File: src/rtl/display_mode_ctrl.sv
`default_nettype none
// +----------------------------------------------------------------------------+
// | display_mode_ctrl: sequences the 2-bit display select (clock/timer/        |
// | stopwatch), with inactivity fallback and alarm preemption.   Rev 1.0       |
// +----------------------------------------------------------------------------+
module display_mode_ctrl #(
  parameter int TIMEOUT_TICKS   = 10,
  parameter int FLASH_TICKS     = 1,
  parameter int DEBOUNCE_CYCLES = 16
) (
  input  logic       clk,
  input  logic       reset,
  input  logic       tick,
  input  logic       mode_btn,
  input  logic       alarm,
  input  logic       sw_running,
  output logic [1:0] select,
  output logic       mode_changed,
  output logic       alarm_ack
);

  localparam int TO_W = $clog2(TIMEOUT_TICKS + 1);
  localparam int FL_W = $clog2(FLASH_TICKS + 1);
  localparam int DB_W = $clog2(DEBOUNCE_CYCLES + 1);

  localparam logic [TO_W-1:0] TO_LIMIT = TO_W'(TIMEOUT_TICKS);
  localparam logic [FL_W-1:0] FL_LIMIT = FL_W'(FLASH_TICKS);
  localparam logic [DB_W-1:0] DB_LOAD  = DB_W'(DEBOUNCE_CYCLES);

  // State codes double as the select value for the three normal modes.
  localparam logic [1:0] ST_ALARM     = 2'b00;
  localparam logic [1:0] ST_TIMER     = 2'b01;
  localparam logic [1:0] ST_CLOCK     = 2'b10;
  localparam logic [1:0] ST_STOPWATCH = 2'b11;

  logic            sync1_q, sync2_q, btn_prev_q, alarm_prev_q;
  logic [DB_W-1:0] deb_q, deb_d;
  logic [1:0]      state_q, state_d, saved_q, saved_d;
  logic [TO_W-1:0] to_q, to_d;
  logic [FL_W-1:0] fcnt_q, fcnt_d;
  logic            phase_q, phase_d;
  logic            mc_q, mc_d, ack_q, ack_d;
  logic            btn_edge, press, alarm_rise, to_active;

  always_comb begin
    btn_edge   = sync2_q & ~btn_prev_q;
    press      = btn_edge & (deb_q == '0);
    alarm_rise = alarm & ~alarm_prev_q;
    to_active  = (state_q == ST_TIMER) || ((state_q == ST_STOPWATCH) && !sw_running);

    state_d = state_q;
    saved_d = saved_q;
    to_d    = to_q;
    fcnt_d  = fcnt_q;
    phase_d = phase_q;
    ack_d   = 1'b0;

    if (press) begin
      deb_d = DB_LOAD;
    end else if (deb_q != '0) begin
      deb_d = deb_q - DB_W'(1);
    end else begin
      deb_d = deb_q;
    end

    if (alarm_rise && (state_q != ST_ALARM)) begin
      // A coincident press is swallowed; the pre-press mode is what gets restored.
      saved_d = state_q;
      state_d = ST_ALARM;
      phase_d = 1'b0;
      fcnt_d  = '0;
    end else if (state_q == ST_ALARM) begin
      if (press) begin
        state_d = saved_q;
        ack_d   = 1'b1;
      end else if (!alarm) begin
        state_d = saved_q;
      end else if (tick) begin
        if (fcnt_q + FL_W'(1) == FL_LIMIT) begin
          fcnt_d  = '0;
          phase_d = ~phase_q;
        end else begin
          fcnt_d = fcnt_q + FL_W'(1);
        end
      end
    end else if (press) begin
      case (state_q)
        ST_CLOCK: state_d = ST_TIMER;
        ST_TIMER: state_d = ST_STOPWATCH;
        default:  state_d = ST_CLOCK;
      endcase
    end else if (tick && to_active) begin
      if (to_q != TO_LIMIT) begin
        to_d = to_q + TO_W'(1);
      end
      if (to_d == TO_LIMIT) begin
        state_d = ST_CLOCK;
      end
    end

    if ((state_d != state_q) || press || (state_d == ST_CLOCK) || (state_d == ST_ALARM)) begin
      to_d = '0;
    end
    if (state_d != ST_ALARM) begin
      fcnt_d  = '0;
      phase_d = 1'b0;
    end

    mc_d = (state_d != state_q);
  end

  always_ff @(posedge clk) begin
    if (reset) begin
      sync1_q      <= 1'b0;
      sync2_q      <= 1'b0;
      btn_prev_q   <= 1'b0;
      alarm_prev_q <= 1'b0;
      deb_q        <= '0;
      state_q      <= ST_CLOCK;
      saved_q      <= ST_CLOCK;
      to_q         <= '0;
      fcnt_q       <= '0;
      phase_q      <= 1'b0;
      mc_q         <= 1'b0;
      ack_q        <= 1'b0;
    end else begin
      sync1_q      <= mode_btn;
      sync2_q      <= sync1_q;
      btn_prev_q   <= sync2_q;
      alarm_prev_q <= alarm;
      deb_q        <= deb_d;
      state_q      <= state_d;
      saved_q      <= saved_d;
      to_q         <= to_d;
      fcnt_q       <= fcnt_d;
      phase_q      <= phase_d;
      mc_q         <= mc_d;
      ack_q        <= ack_d;
    end
  end

  always_comb begin
    if (state_q == ST_ALARM) begin
      select = phase_q ? 2'b00 : 2'b01;
    end else begin
      select = state_q;
    end
  end

  assign mode_changed = mc_q;
  assign alarm_ack    = ack_q;

endmodule
`default_nettype wire
File: config.mk
export PLATFORM = sky130hd
export DESIGN_NAME = display_mode_ctrl
export DESIGN_NICKNAME = d
export VERILOG_FILES = /design/src/rtl/display_mode_ctrl.sv
export SDC_FILE = /design/constraint.sdc
export NUM_CORES = 1
export LEC_CHECK = 0
export BUFFER_PORTS_ARGS = -buffer_cell sky130_fd_sc_hd__buf_2
export CORE_MARGIN = 2
export CORE_UTILIZATION = 46
export DETAILED_ROUTE_END_ITERATION = 8
export PLACE_DENSITY = 0.67
export SYNTH_ARGS = -nofsm -noshare
export SYNTH_HDL_FRONTEND = slang
export SYNTH_SLANG_ARGS = --single-unit
File: constraint.sdc
create_clock -name clk -period 2.3 [get_ports clk]
set_input_delay 0.115 -clock clk [delete_from_list [all_inputs] [get_ports clk]]
set_output_delay 0.115 -clock clk [all_outputs]
set_load 0.1 [all_outputs]
# ---- After elaboration in Yosys (flattened, before gate mapping)
# Index checks and enable logic that the tools add are counted.
dict set report op_classes {
  addsub 2
  eq_ne 7
  mux 18
  bitwise 9
  n_reduce_logical 21
}
# op count
set ops {}
lappend ops {{4-bit two-way mux} 5}
lappend ops {{2-bit two-way mux} 8}
lappend ops {{5-bit two-way mux} 2}
lappend ops {{4-bit AND reduction} 2}
lappend ops {{2-bit == test (second input constant)} 3}
lappend ops {{1-bit NOT} 6}
lappend ops {{2-bit nonzero test} 3}
lappend ops {{3-bit OR reduction} 2}
lappend ops {{5-bit zero test} 1}
lappend ops {{5-bit nonzero test} 1}
lappend ops {{5-bit by 1-bit subtractor with 5-bit output (second input constant)} 1}
lappend ops {{4-bit by 1-bit adder with 4-bit output (second input constant)} 1}
lappend ops {{4-bit == test (second input constant)} 1}
lappend ops {{2-bit zero test} 2}
lappend ops {{1-bit logical OR} 4}
lappend ops {{4-bit inequality test (second input constant)} 1}
lappend ops {{2-bit one-hot mux with 2 select lines} 1}
lappend ops {{2-bit OR reduction} 2}
lappend ops {{1-bit bitwise AND} 3}
lappend ops {{1-bit logical AND} 3}
lappend ops {{2-bit by 1-bit == test with 1-bit output (second input constant)} 1}
lappend ops {{1-bit two-way mux} 2}
lappend ops {{2-bit inequality test} 1}
lappend ops {{1-bit zero test} 1}
dict set report word_totals {
  register_bits 20
  inputBits 6
  out_inout_bits 4
  wordCells 69
}

# ---- Longest topological paths before layout
# Gate-level depths: netlist (run 1).
dict set report logic_depth {
  word_depth 19
  ltp_mapped 9
  depth_no_buf 8
}

# ---- Worst setup path after synthesis (run 1)
# Ideal clock, no wire load.
dict set report synth_path {
  path_kind {register to register}
  startpoint {reg state_q[1]}
  endpoint {reg to_q[0]}
  setup_time_ps 128
  arrival_ps 2761
  required_time_ps 2172
  setup_slack_ps -589
  stages_incl_launch_ff 8
  path_buffers 1
  period_less_slack_ps 2889
  cell_sequence {dfxtp_1 inv_1 ha_1 clkbuf_1 nor2_1 a21oi_1 o221ai_2 nor3_1}
}
dict set report synth_via {
  elab_chain_cells 13
  elab_cells_between_ends 27
  classes_between {eq/ne: 5; mux: 8; bitwise: 2; reduce/logical: 12}
}
# element line_no
set synth_rtl {}
lappend synth_rtl {{start: declaration} 38} ;# logic [1:0] state_q, state_d, saved_q, saved_d;
lappend synth_rtl {{start signal: assignment} 132} ;# state_q <= state_d;
lappend synth_rtl {{2-bit == test} 49} ;# to_active = (state_q == ST_TIMER) || ((state_q == ST_STOPWATCH) && !sw_running);
lappend synth_rtl {{1-bit logical AND} 49}
lappend synth_rtl {{1-bit logical OR} 49}
lappend synth_rtl {{1-bit logical AND} 92} ;# end else if (tick && to_active) begin
lappend synth_rtl {{2-bit two-way mux} 92}
lappend synth_rtl {{2-bit two-way mux} 86} ;# end else if (press) begin
lappend synth_rtl {{2-bit two-way mux} 72} ;# end else if (state_q == ST_ALARM) begin
lappend synth_rtl {{2-bit two-way mux} 66} ;# if (alarm_rise && (state_q != ST_ALARM)) begin
lappend synth_rtl {{2-bit inequality test} 101} ;# if ((state_d != state_q) || press || (state_d == ST_CLOCK) || (state_d == ST_ALARM)) begin
lappend synth_rtl {{1-bit logical OR (3 in series)} 101}
lappend synth_rtl {{2-bit OR reduction (no line)} --}
lappend synth_rtl {{end signal: assignment} 134} ;# to_q <= to_d;
lappend synth_rtl {{end: declaration} 39} ;# logic [TO_W-1:0] to_q, to_d;
# Parallel ways exist; a longest one is shown, timed or not.
# A chain may end at the register's enable or synchronous reset.

# ---- Worst setup path after layout (run 1)
dict set report layout_path {
  startpoint {reg to_q[0]}
  endpoint {reg mc_q, in the netlist mode_changed}
}
dict set report layout_via {
  elab_chain_cells 13
  elab_cells_between_ends 14
  classes_between {add/sub: 1; eq/ne: 3; mux: 10}
}
# element line_no
set layout_rtl {}
lappend layout_rtl {{4-bit by 1-bit adder with 4-bit output or 4-bit inequality test (tied branches)} {94, 93}}
lappend layout_rtl {{4-bit two-way mux (*)} 93} ;# if (to_q != TO_LIMIT) begin
lappend layout_rtl {{4-bit two-way mux (*)} 92}
lappend layout_rtl {{4-bit two-way mux (*)} 86}
lappend layout_rtl {{4-bit two-way mux (*)} 72}
lappend layout_rtl {{4-bit two-way mux (*)} 66}
lappend layout_rtl {{4-bit == test (*)} 96} ;# if (to_d == TO_LIMIT) begin
lappend layout_rtl {{2-bit two-way mux (*)} 96}
lappend layout_rtl {{2-bit two-way mux (*)} 92}
lappend layout_rtl {{2-bit two-way mux (*)} 86}
lappend layout_rtl {{2-bit two-way mux (*)} 72}
lappend layout_rtl {{2-bit two-way mux (*)} 66}
lappend layout_rtl {{2-bit inequality test (*)} 109} ;# mc_d = (state_d != state_q);
lappend layout_rtl {{end signal: assignment} 137} ;# mc_q <= mc_d;
lappend layout_rtl {{end: declaration} 42} ;# logic mc_q, mc_d, ack_q, ack_d;
# Every way passes the cells marked *; elsewhere a longest branch is shown, timed or not. The select of a mux whose other input is x is not followed.

==> results of run 1 <==
## through the flow
stage	utilization, %	hold WS, ns	TNS, ns	total power [µW]	instance area [µm²]
finish	59.21	0.03445	0	1610	1440
global route	59.21	0.01927	0	1718	1440
CTS	55.97	0.03170	0	1561	1361
detailed placement	53.29	0.3363	-0.5517	1275	1296
global placement	53.29	0.3286	0	1248	1296
floorplan	-	0.1866	0	1100	1177
## worst max-delay path, stage by stage (launching register included)
cell	delay (ns)
dfxtp_4	0.39
inv_1	0.05
ha_1	0.21
a21bo_2	0.22
mux2i_2	0.27
a2111oi_4	0.12
buf_4	0.16
o31ai_2	0.29
o221ai_4	0.19
and2b_1	0.19
## final timing paths
path,to,slack (ns),startpoint,cells after the start
max,mode_changed,0.1,to_q[0],9
min,sync1_q,0.03,mode_btn,2
max reg2reg,mode_changed,0.1,to_q[0],9
min reg2reg,sync2_q,0.46,sync1_q,1
## metal layers
metal,GRT usage (%),share of wire (%)
met1,25.46,46
met2,35.14,49
met3,3.005,3.9
met4,5.833,1.3
met5,0,0
## flip-flops by register name (all words and copies together) (netlist names)
name	cells
to_q	4
state_q	2
sync1_q	1
phase_q	1
mode_changed	1
sync2_q	1
deb_q	5
saved_q	2
btn_prev_q	1
alarm_prev_q	1
alarm_ack	1
## layout make-up
type                    count  area [µm²]  area share, %
inverters                   8       30.03          2.085
multi-input cells         108       793.3          55.08
clock inverters             1       30.03          2.085
well taps                  30       37.54          2.606
repair buffers             19       120.1          8.341
flip-flops and latches     20       406.6          28.24
clock buffers               3       22.52          1.564
## cell usage in the layout (no fill, tap or decap), types with 2 or more instances in the layout
| cell type | synthesis | layout |
|---|---|---|
| a21oi_1 | 11 | 10 |
| a31oi_1 | 2 | 2 |
| ha_1 | 8 | 7 |
| a2bb2oi_1 | 2 | 2 |
| buf_2 | 1 | 9 |
| inv_1 | 8 | 7 |
| nor3b_1 | 2 | 2 |
| nand2_1 | 13 | 13 |
| o31ai_2 | 0 | 2 |
| nor2b_1 | 6 | 6 |
| dfxtp_1 | 20 | 17 |
| nand2b_1 | 4 | 4 |
| nand3_1 | 4 | 4 |
| nor2_1 | 11 | 9 |
| o21ai_0 | 5 | 4 |
| o21ai_1 | 1 | 2 |
| xor2_1 | 2 | 2 |
| nor3_2 | 0 | 2 |
| a22oi_1 | 2 | 2 |
| nor3_1 | 11 | 9 |
| buf_4 | 0 | 10 |
| dfxtp_2 | 0 | 2 |
| nor2_2 | 1 | 2 |
| xnor2_1 | 4 | 4 |
| clkbuf_4 | 0 | 3 |
## logic make-up after synthesis
logic type | count (synthesis) | share of synthesized area, %
buf+inv | 12 | 3.970
flops | 20 | 34.33
compound gates | 34 | 20.71
mux | 2 | 1.717
xor+xnor | 6 | 4.506
simple gates | 58 | 26.18
fa+ha+maj | 8 | 8.584
## what timing repair did
| item | 4_1_cts | 5_1_grt |
|---|---|---|
| pin swaps | 0 | 6 |
| buffers inserted | 0 | 3 |
| endpoints found under the setup margin | 7 | 7 |
| resized for setup | 1 | 17 |
## report_power, final
group	switching [µW]	leakage, µW	internal, µW
clock	109	0.0000279	176
combinational	579	0.000357	292
sequential	47.1	0.000165	407
total	735	0.000550	874
==> results.sh, run 1 <==
export IMPL_status="completed"
export IMPL_start_kind="register"
export IMPL_max_slew_margin_rel_pct=45.91
export IMPL_syn_area_mm2=0.001166
export IMPL_clockRootBuffer="clkbuf_4"
export IMPL_fill_cells=235
export IMPL_synth_most_common_cell="dfxtp_1"
export IMPL_grt_pass1_wl_um=4395
export IMPL_area_delta_synth_final_pct=23.50
export IMPL_viasPerCell=5.714
export IMPL_htreeDepth=1
export IMPL_synth_area_leader_cell="dfxtp_1"
export IMPL_wirelength_um=2649
export IMPL_ys_warn_count=0
export IMPL_grt_pass1_vias=1020
export IMPL_syn_inst=140
export IMPL_synth_edf_count=0
export IMPL_ir_drop_v=0.001012
export IMPL_crit_fanout=6
export IMPL_drt_iter0_drc=25
export IMPL_start_util_pct=47.94
export IMPL_synthTopCellsByArea="dfxtp_1 34%, ha_1 8.6%, a21oi_1 4.7%"
export IMPL_drt_pass1_iter_count=4
export IMPL_synth_top_area_share_pct=34.33
export IMPL_cp_end_kind="register"
export IMPL_critPathArrivalTime_ns=2.40
export IMPL_post_dp_hpwl_um=1954
export IMPL_cts_made_buffers=3
export IMPL_drc=0
export IMPL_setup_slack_ns=0.09842
export IMPL_nets=174
export IMPL_max_cap_violations=0
export IMPL_grt_overflow_total=0
export IMPL_synthDistinctLibCells=38
export IMPL_cts_clk_slew_worst_paths_ns=0.11
export IMPL_period_needed_ns=2.202
export IMPL_cts_tree="yes"
export IMPL_fin_cells=189
export IMPL_drv_slew=0
export IMPL_final_antenna_net_count=0
export IMPL_clk_latency_ns=0.30
export IMPL_min_path_type="input port to register"
export IMPL_skew_ns=0.004948
export IMPL_avgSynthCellArea_um2=8.329
export IMPL_power_leakage_uw=0.0005501
export IMPL_coreArea_mm2=0.002432
export IMPL_dp_slack_ns=-0.09137
export IMPL_num_antenna_cells=0
export IMPL_power_density_mw_per_mm2=1118
export IMPL_grt_max_degree=18
export IMPL_path_class="register to register"
export IMPL_drive_above_1_share_pct=27.04
export IMPL_rsz0062_at_grt="false"
export IMPL_synthTopCellsByCount="20 x dfxtp_1, 13 x nand2_1, 11 x a21oi_1, 11 x nor2_1, 11 x nor3_1"
export IMPL_holdBufCountCts=0
export IMPL_setup_viol=0
export IMPL_track_usage_pct=20.13
export IMPL_ys_ff_latch=20
export IMPL_ys_flop_type="dfxtp_1"
export IMPL_cp_required_ns=2.50
export IMPL_ioPinCount=10
export IMPL_fp_dieH_um=54.35
export IMPL_vias=1080
export IMPL_fmax_mhz=454.2
export IMPL_hold_violations=0
export IMPL_gp_congestion=0.9187
export IMPL_synth_seq_area_share_pct=34.33
export IMPL_wl_per_cell_um=14.02
export IMPL_antenna_found_initial=0
export IMPL_clock_path_buffers=2
export IMPL_tightest_slew_ns=0.8001
export IMPL_post_route_period_util_pct=95.72
export IMPL_synth_fp_nets=154
export IMPL_clock_sinks=20
export IMPL_fp_dieW_um=54.35
export IMPL_dieArea_mm2=0.002954
export IMPL_rows=18
export IMPL_io_buffers=9
export IMPL_dp_cells=182
export IMPL_async_reset_ff_share_pct=0
(Power assumes the default switching activity.)
==> inputs of run 2 (changes only) <==
==> constraint.sdc (replaced) <==
create_clock -name clk -period 2.3 [get_ports clk]
set_input_delay 0.46 -clock clk [delete_from_list [all_inputs] [get_ports clk]]
set_output_delay 0.46 -clock clk [all_outputs]
set_load 0.1 [all_outputs]
==> run 2 against run 1 <==
Effect of this change:
- utilization is 3.0 points lower
- cell area shrank 5.0%
- critical path type unchanged
- highest routed layer unchanged
- via count down 2.2%
- sequential power about the same
- combinational power is 2% higher
- die area stayed put
- power is 6.5% lower
- setup slack better by 0.048 ns
- largest power group unchanged
- clock power is 44% lower
- sequential share of layout area increased by 1.1 points
==> results.sh, run 2 (synthesis results as in run 1) <==
export IMPL_crit_fanout=6
export IMPL_num_antenna_cells=0
export IMPL_netSwitchingPower_uw=703.0
export IMPL_drv_slew=0
export IMPL_holdBufCountCts=0
export IMPL_worst_path_buf_inv=1
export IMPL_dpl_instance_area_mm2=0.001336
export IMPL_drc=0
export IMPL_largest_register_ffs=5
export IMPL_nets=172
export IMPL_ctsResizeCount=0
export IMPL_p_comb_share_pct=58.9
export IMPL_drt_iter0_drc=23
export IMPL_finish_utilization_pct=56.22
export IMPL_cts_tree="yes"
export IMPL_antenna_found_initial=0
export IMPL_cp_end_kind="register"
export IMPL_critPathArrivalTime_ns=2.33
export IMPL_clkPwrFrac_pct=10.7
export IMPL_multiInputGateArea_um2=740.7
export IMPL_regArea_um2=401.6
export IMPL_grt_pass1_wl_um=4057
export IMPL_skew_ns=0.003533
export IMPL_r2r_end="to_q[1]"
export IMPL_regMostFlops="deb_q"
export IMPL_ir_drop_v=0.0006453
export IMPL_cts_clk_slew_worst_paths_ns=0.10
export IMPL_switching_share_pct=46.72
export IMPL_max_cap_violations=0
export IMPL_post_route_period_util_pct=93.61
export IMPL_io_buffers=9
export IMPL_tightest_slew_ns=0.7936
export IMPL_start_util_pct=47.94
export IMPL_cp_num_cells=8
export IMPL_fp_dieW_um=54.35
export IMPL_reg2reg_setup_slack_ns=0.15
export IMPL_dp_cells=183
export IMPL_hold_start="mode_btn"
export IMPL_rows=18
export IMPL_track_usage_pct=18.76
export IMPL_fmax_mhz=464.4
export IMPL_post_cts_buffers=0
export IMPL_post_dp_hpwl_um=1831
export IMPL_viasPerCell=5.677
export IMPL_fp_dieH_um=54.35
export IMPL_drt_pass1_iter_count=4
export IMPL_min_to="sync1_q"
export IMPL_wl_per_cell_um=12.98
export IMPL_area_delta_synth_final_pct=17.27
export IMPL_cp_required_ns=2.48
export IMPL_clock_path_buffers=2
export IMPL_grt_max_degree=18
export IMPL_drive_above_1_share_pct=19.87
export IMPL_wirelength_um=2415
export IMPL_grt_pass1_vias=968
export IMPL_path_class="register to register"
export IMPL_crit_family="compound AO/OA/AOI/OAI gates"
export IMPL_period_needed_ns=2.153
export IMPL_max_slew_margin_rel_pct=46.35
export IMPL_dp_slack_ns=0.08203
export IMPL_path_cells="inv_1 > ha_1 > or4b_4 > o21ai_1 > nand2_1 > a32o_1 > o221ai_2 > nor3_1"
export IMPL_final_area_mm2=0.001368
export IMPL_min_path_type="input port to register"
export IMPL_htreeDepth=1
export IMPL_fin_cells=186
export IMPL_setup_viol=0
export IMPL_coreArea_mm2=0.002432
export IMPL_clock_sinks=20
export IMPL_vias=1056
export IMPL_dieArea_mm2=0.002954
export IMPL_gp_congestion=0.9496
export IMPL_layout_common_cells="19 x dfxtp_1, 13 x nand2_1, 10 x nor2_1, 10 x nor3_1, 10 x a21oi_1"
export IMPL_rr_startpoint="deb_q[0]"
export IMPL_power_density_mw_per_mm2=1100
export IMPL_cts_made_buffers=3
export IMPL_ioPinCount=10
export IMPL_hold_violations=0
export IMPL_power_leakage_uw=0.0005321
export IMPL_p_int_uw=801.8
export IMPL_final_antenna_net_count=0
export IMPL_setup_slack_ns=0.1469
export IMPL_layout_commonest_cell="dfxtp_1"
export IMPL_clk_latency_ns=0.30
export IMPL_clockRootBuffer="clkbuf_4"
export IMPL_ff2ff_path_depth=8
export IMPL_hold_depth=2
export IMPL_pwr_share_seq_pct=30.3
export IMPL_biggestRegsByFlops="deb_q x5, to_q x4"
export IMPL_start_kind="register"
export IMPL_max_stage_delay_ns=0.51
export IMPL_status="completed"
export IMPL_grt_overflow_total=0
export IMPL_fill_cells=214
export IMPL_cp_slowest_cell="or4b_4"
export IMPL_final_setup_tns_ns=0
-- run 2: cell types whose count changed in the layout (fill, tap and decap cells not counted), sizes merged --
cell    delta
buf        -2
bufinv     -1
-- run 2: metal layers --
metal	GRT usage (%)	wire length (µm)	vias up	part of all wire, %
li1	-	-	531	-
met1	23.32	1099	486	46
met2	31.33	1158	32	48
met3	3.825	117	7	4.8
met4	7.917	38	0	1.6
met5	0	0	-	0
-- run 2: through the flow --
step	total power, µW	hold WS, ns
finish	1505	0.3699
global route	1598	0.3624
CTS	1505	0.3709
detailed placement	1342	0.4533
global placement	1322	0.4442
floorplan	1101	0.4138
-- run 2: worst max-delay path by stage --
| stage | from | endpoint | slack, ns |
|---|---|---|---|
| detailed placement | deb_q[0] | to_q[3] | 0.08 |
| global placement | deb_q[0] | to_q[3] | 0.11 |
| floorplan | state_q[1] | to_q[0] | -0.08 |
| global route | deb_q[0] | mode_changed | -0.0002 |
| finish | deb_q[0] | to_q[1] | 0.15 |
| CTS | deb_q[0] | to_q[3] | 0.05 |
-- run 2: worst reg2reg max path: cells and delay by family (launching register included) --
kind,cells,cell delay [ns]
compound gates,3,0.72
fa+ha+maj,1,0.19
buf+inv,1,0.09
flops,1,0.34
simple gates,3,0.69
-- run 2: area by class of cell --
class	count	area share, %
flip-flops and latches	20	29.37
clock buffers	3	1.647
inverters	8	2.196
repair buffers	17	9.881
multi-input cells	108	54.16
well taps	30	2.745
-- run 2: power groups by stage --
stage	logic, µW	clock network, µW	registers (µW)
2_1_floorplan	589	0	511
3_3_place_gp	863	0	459
3_5_place_dp	877	0	465
4_1_cts	881	166	457
5_1_grt	955	180	463
6_report	887	161	457
